--- src/rtl/bit_serial_alu_ctrl.sv ---
// bit_serial_alu_ctrl: runs WIDTH-bit AND/OR/XOR/ADD through a 1-bit ALU slice, LSB first; optional macro SERIAL_ALU_ZERO_FLAG_EN adds a zero flag
module bit_serial_alu_ctrl #(
    parameter int WIDTH = 8
) (
    input  logic             clk,
    input  logic             rst,
    input  logic             start,
    input  logic [1:0]       op,
    input  logic [WIDTH-1:0] A,
    input  logic [WIDTH-1:0] B,
    output logic             busy,
    output logic             done,
    output logic [WIDTH-1:0] result,
    output logic             carry_out
`ifdef SERIAL_ALU_ZERO_FLAG_EN
    , output logic           zero
`endif
);
    localparam int CW = (WIDTH > 1) ? $clog2(WIDTH) : 1;
    typedef enum logic [1:0] {IDLE, RUN, DONE} state_t;
    state_t state, state_nx;
    logic [WIDTH-1:0] a_sr, b_sr, r_sr, r_nx;
    logic [1:0]       op_r;
    logic [CW-1:0]    cnt;
    logic             carry, carry_nx, bit_v, last;
`ifdef SERIAL_ALU_ZERO_FLAG_EN
    logic             zacc;
`endif
    // 1-bit ALU slice: op[0] selects whether the carry joins the XOR (ADD vs XOR)
    always_comb begin
        bit_v    = (op_r == 2'b00) ? (a_sr[0] & b_sr[0]) :
                   (op_r == 2'b01) ? (a_sr[0] | b_sr[0]) :
                   (a_sr[0] ^ b_sr[0] ^ (op_r[0] & carry));
        carry_nx = (op_r == 2'b11) ? ((a_sr[0] & b_sr[0]) | (carry & (a_sr[0] ^ b_sr[0]))) : 1'b0;
        r_nx     = {bit_v, r_sr[WIDTH-1:1]};
        last     = (cnt == CW'(WIDTH - 1));
    end
    // State register
    always_ff @(posedge clk or posedge rst) begin
        if (rst) state <= IDLE;
        else     state <= state_nx;
    end
    // Next state and status outputs
    always_comb begin
        state_nx = state;
        busy     = 1'b0;
        done     = 1'b0;
        case (state)
            IDLE:    state_nx = start ? RUN : IDLE;
            RUN: begin
                busy     = 1'b1;
                state_nx = last ? DONE : RUN;
            end
            DONE: begin
                done     = 1'b1;
                state_nx = IDLE;
            end
            default: state_nx = IDLE;
        endcase
    end
    // Operand latch, bit-serial shifting and result capture on the final bit
    always_ff @(posedge clk or posedge rst) begin
        if (rst) begin
            a_sr      <= '0;
            b_sr      <= '0;
            r_sr      <= '0;
            op_r      <= '0;
            cnt       <= '0;
            carry     <= 1'b0;
            result    <= '0;
            carry_out <= 1'b0;
`ifdef SERIAL_ALU_ZERO_FLAG_EN
            zacc      <= 1'b0;
            zero      <= 1'b0;
`endif
        end else if (state == IDLE && start) begin
            a_sr  <= A;
            b_sr  <= B;
            op_r  <= op;
            cnt   <= '0;
            carry <= 1'b0;
`ifdef SERIAL_ALU_ZERO_FLAG_EN
            zacc  <= 1'b0;
`endif
        end else if (state == RUN) begin
            a_sr  <= a_sr >> 1;
            b_sr  <= b_sr >> 1;
            r_sr  <= r_nx;
            carry <= carry_nx;
            cnt   <= cnt + 1'b1;
`ifdef SERIAL_ALU_ZERO_FLAG_EN
            zacc  <= zacc | bit_v;
`endif
            if (last) begin
                result    <= r_nx;
                carry_out <= carry_nx;
`ifdef SERIAL_ALU_ZERO_FLAG_EN
                zero      <= ~(zacc | bit_v);
`endif
            end
        end
    end
endmodule

--- config.mk ---
export PLATFORM = sky130hd
export DESIGN_NAME = bit_serial_alu_ctrl
export DESIGN_NICKNAME = d
export VERILOG_FILES = /design/src/rtl/bit_serial_alu_ctrl.sv
export SDC_FILE = /design/constraint.sdc
export NUM_CORES = 1
export LEC_CHECK = 0
export ABC_AREA = 1
export CAP_MARGIN = 20
export CELL_PAD_IN_SITES_DETAIL_PLACEMENT = 1
export CELL_PAD_IN_SITES_GLOBAL_PLACEMENT = 2
export CORE_MARGIN = 2
export CORE_UTILIZATION = 33
export DETAILED_ROUTE_END_ITERATION = 7
export HOLD_SLACK_MARGIN = 0.05
export PLACE_DENSITY_LB_ADDON = 0.1
export REMOVE_ABC_BUFFERS = 1
export SLEW_MARGIN = 20
export SYNTH_ARGS = -nofsm -noshare
export SYNTH_HDL_FRONTEND = slang
export SYNTH_SLANG_ARGS = --single-unit
--- constraint.sdc ---
create_clock -name clk -period 2.1 [get_ports clk]
set_input_delay 0.21 -clock clk [delete_from_list [all_inputs] [get_ports clk]]
set_output_delay 0.21 -clock clk [all_outputs]
set_load 0.02 [all_outputs]
; ---- After elaboration in Yosys (flattened, before gate mapping)
; Cells that the tools add are included.
[totals]
register_bits = 41
latch_bits = 0
mem_bits_rw = 0
mem_bits_ro = 0
input_bits = 21
output_inout_bits = 11
mem_count = 0
[op_classes]
add_sub_neg = 1
mul = 0
div = 0
n_lt_le_gt_ge = 0
eq_ne = 5
shift = 0
muxes = 16
n_bitwise = 8
reduce_logical = 6
[op_table]
columns = cell, n
row1 = two-way mux 8 bit, 4
row2 = two-way mux 1 bit, 8
row3 = two-way mux 3 bit, 2
row4 = "equality test 2 x 1 -> 1 bit, second input constant", 2
row5 = "equality test 2 bit, second input constant", 2
row6 = logical NOT 2 bit, 2
row7 = case mux 2 bit (2 select lines), 1
row8 = "adder 3 x 1 -> 3 bit, second input constant", 1
row9 = bitwise AND 1 bit, 3
row10 = "equality test 3 bit, second input constant", 1
row11 = AND reduction 3 bit, 1
row12 = two-way mux 2 bit, 1
row13 = bitwise OR 1 bit, 2
row14 = AND reduction 2 bit, 1
row15 = nonzero test 2 bit, 1
row16 = XOR 1 bit, 2
row17 = logical AND 1 bit, 1
row18 = inverter 1 bit, 1

; ---- Longest topological paths before layout
[logic_depth]
ltp_word = 6
mapped_depth = 8
ltp_nobuf = 7

; ---- Worst setup path after synthesis
; Ideal clock, no wire load.
[synth_path]
kind = reg-to-reg
start = register cnt[0]
end = register result[1]
setup_time_ps = 74
arrival_time_ps = 1247
required_ps = 2026
path_slack_ps = 779
path_stages_with_launch = 9
n_path_buf = 1
path_cell_list = dfrtp_1 ha_1 ha_1 inv_1 nor2_4 inv_2 buf_4 nand2_1 o21ai_2
[synth_via]
elab_chain_len = 2
[synth_rtl]
columns = element, line_no
row1 = from (decl), 24  ; logic [CW-1:0] cnt;
row2 = from (signal assigned), 90  ; cnt <= cnt + 1'b1;
row3 = equality test 3 bit, 36  ; last = (cnt == CW'(WIDTH - 1));
row4 = AND reduction 3 bit (no source line), --
row5 = to (signal assigned), 95  ; result <= r_nx;
row6 = to (decl), 13  ; output logic [WIDTH-1:0] result,
; Every way passes these cells.
; A chain may end at the register's enable or synchronous reset.

; ---- Worst setup path in the final report
[layout_path]
start = register state[1]
end = output busy
[layout_via]
elab_chain_len = 2
[layout_rtl]
columns = element, line_no
row1 = from (decl), 21  ; state_t state, state_nx;
row2 = from (signal assigned), 41  ; else state <= state_nx;
row3 = equality test 2 x 1 -> 1 bit, 48  ; case (state)
row4 = two-way mux 1 bit, 48
row5 = to (decl), 11  ; output logic busy,
; Every way passes these cells.

==> flow_summary.json <==
{
  "outcome": "finished clean",
  "cpLargestDelayFamily": "buffers and inverters",
  "worstPathCellList": "inv_1 -> nand2_2 -> inv_4 -> clkdlybuf4s50_1",
  "firstDrtPassIters": 4,
  "finalCritPeriodShare_pct": 89.4,
  "fin_crit_ns": 1.88,
  "setup-violations-final": 0,
  "yosysWarnings": 0,
  "initial_core_util_pct": 34.3,
  "wl_per_cell_um": 12.6,
  "stdcell_count": 302,
  "fin_nets": 256,
  "cts-root-buf": "clkbuf_8",
  "overflow": 0,
  "die-area_mm2": 0.00590,
  "dr_total_vias": 1367,
  "cts_setup_buffers": 0,
  "combPwrFrac_pct": 38.0,
  "internal_power_uw": 1900,
  "crit_slowest_cell": "clkdlybuf4s50_1",
  "holdCritPathClass": "primary input to asynchronous set/reset pin",
  "drive_gt1_share_pct": 9.05,
  "fin_tns_setup_ns": 0,
  "postRouteAntennaNets": 0,
  "cap_violations": 0,
  "hold_ws_ns": 0.392,
  "cts_made_buffers": 5,
  "p_switching_uw": 1140,
  "cp-start-kind": "flop",
  "h-tree-depth": 2,
  "synth_cells": 197,
  "cts_buffer_depth": 2,
  "clkPwrFrac_pct": 20.3,
  "critPathArrivalTime_ns": 1.67,
  "cp_num_buf_inv": 3,
  "drc": 0,
  "required_ns": 1.89,
  "gp_congestion": 0.682,
  "design.core.area_mm2": 0.00511,
  "drv_slew": 0,
  "ios": 32,
  "final_area_mm2": 0.00222,
  "ys_ff_latch": 40,
  "rsz0062_at_grt": "false",
  "antenna_found_initial": 0,
  "diodes": 0,
  "port_buffers": 31,
  "area_growth_pct": 27.0,
  "cts_hold_repair.buffers": 0,
  "peakVddDrop_mv": 0.434,
  "hold_viol": 0,
  "pwr-share-seq_pct": 41.7,
  "via_per_inst": 4.53,
  "post_cts_resize_count": 0,
  "grt_first_pass_wirelength_mm": 6.69,
  "final_common_cell": "nand2_1",
  "dpl_cell_area_mm2": 0.00212,
  "crit_path_end_kind": "output pin",
  "syn_area_per_cell_um2": 8.89,
  "synth.distinct_cells": 16,
  "cp_max_fo": 16,
  "die_h_um": 76.8,
  "power_leakage_uw": 0.00105,
  "clk_pin_slew_ns": 0.07,
  "worstSkewPairLatency_ns": 0.29,
  "cts_tree": "yes",
  "fin_skew_ns": 0.00341,
  "sw_frac_of_total_pct": 37.4,
  "grtUsageTotal_pct": 14.4,
  "die_w_um": 76.8,
  "grt_pass1_vias": 1531,
  "timing.fmax_mhz": 533,
  "place_hpwl_mm": 2.70,
  "p_per_area_mw_per_mm2": 1370,
  "path_class": "flop to output pin",
  "tightest_slew_ns": 0.575,
  "grt_max_degree": 41,
  "synth-seq-area-share_pct": 57.2,
  "cts_sinks": 40,
  "dp_cells": 294,
  "row_count": 26,
  "initialDrtViolationCount": 67,
  "slowest_delay_ns": 0.63,
  "syn-cell-area_mm2": 0.00175,
  "slew_headroom_pct": 61.6,
  "post-route-util_pct": 43.5,
  "routed_wl_mm": 3.80,
  "layout_common_cells": "nand2_1 (78), dfrtp_1 (40), clkdlybuf4s50_1 (31)"
}
==> per-layer routing <==
layer / share of wire, % / vias up / track usage [%]
met5: 0 / - / 0
met4: 1.4 / 0 / 4.91
met3: 3.8 / 5 / 4.00
met2: 54 / 25 / 26.9
met1: 41 / 660 / 15.4
li1: - / 677 / -
==> kinds of logic (layout without fill, tap and decap cells) <==
| kind of cell | after synthesis | after routing | share of synthesized area, % |
|---|---|---|---|
| AND/OR/NAND/NOR | 100 | 100 | 23.4 |
| flip-flops | 40 | 40 | 57.2 |
| buffers and inverters | 30 | 65 | 8.22 |
| AO/OA/AOI/OAI | 23 | 23 | 8.36 |
| adder cells (fa/ha/maj) | 4 | 4 | 2.86 |
==> worst reg2reg max path, delay by kind of cell (launching register included) <==
| family | cells | cell delay, ns |
|---|---|---|
| AO/OA/AOI/OAI | 1 | 0.14 |
| flip-flops | 1 | 0.40 |
| adder cells (fa/ha/maj) | 2 | 0.40 |
| buffers and inverters | 2 | 0.34 |
| AND/OR/NAND/NOR | 1 | 0.06 |
==> flip-flops by register name, summed over array words and instances (netlist names), 2 cells and up <==
name / flops
a_sr: 8
b_sr: 8
cnt: 3
op_r: 2
r_sr: 7
result: 8
state: 2
==> path summary, 6_finish.rpt <==
| kind | from | endpoint | slack, ns | cells past startpoint |
|---|---|---|---|---|
| min in group clk | A[3] | a_sr[3]$_DFFE_PP0P_ | 0.48 | 3 |
| min | rst | r_sr[2]$_DFFE_PP0P_ | 0.39 | 3 |
| max in group asynchronous | rst | r_sr[3]$_DFFE_PP0P_ | 1.35 | 3 |
| max | state[1]$_DFF_PP0_ | busy | 0.22 | 4 |
| min reg2reg | result[6]$_DFFE_PP0P_ | result[6]$_DFFE_PP0P_ | 0.48 | 2 |
| max reg2reg | cnt[0]$_DFFE_PP0P_ | carry_out$_DFFE_PP0P_ | 0.64 | 6 |
==> cells in the mapped netlist (all sizes together) <==
master | n | area [um^2]
buf | 7 | 55.1
dfrtp | 40 | 1000
ha | 4 | 50.1
inv | 23 | 88.8
nand2 | 79 | 299
nand3 | 19 | 95.1
nor2 | 2 | 15.0
o211ai | 2 | 15.0
o21ai | 21 | 131
==> power groups by stage <==
stage	Clock (uW)	Combinational, uW	Sequential, uW
6_report	616	1160	1270
5_1_grt	687	1320	1320
4_1_cts	639	1200	1280
3_5_place_dp	0	1190	1290
3_3_place_gp	0	1140	1270
2_1_floorplan	0	652	1330
==> through the flow <==
stage / total power [uW] / setup WS, ns
2_1_floorplan: 1980 / 0.777
3_3_place_gp: 2400 / 0.544
3_5_place_dp: 2480 / 0.498
4_1_cts: 3110 / 0.184
5_1_grt: 3320 / 0.0876
6_report: 3040 / 0.223
==> final cells by class <==
class	count	area [um^2]
fillers	618	2880
well taps	70	87.6
clock inverters	2	35.0
clock buffers	6	72.6
inverters	23	88.8
repair buffers	34	333
multi-input cells	127	606
flip-flops and latches	40	1000
Note: power is estimated with default switching activity, not from simulation.
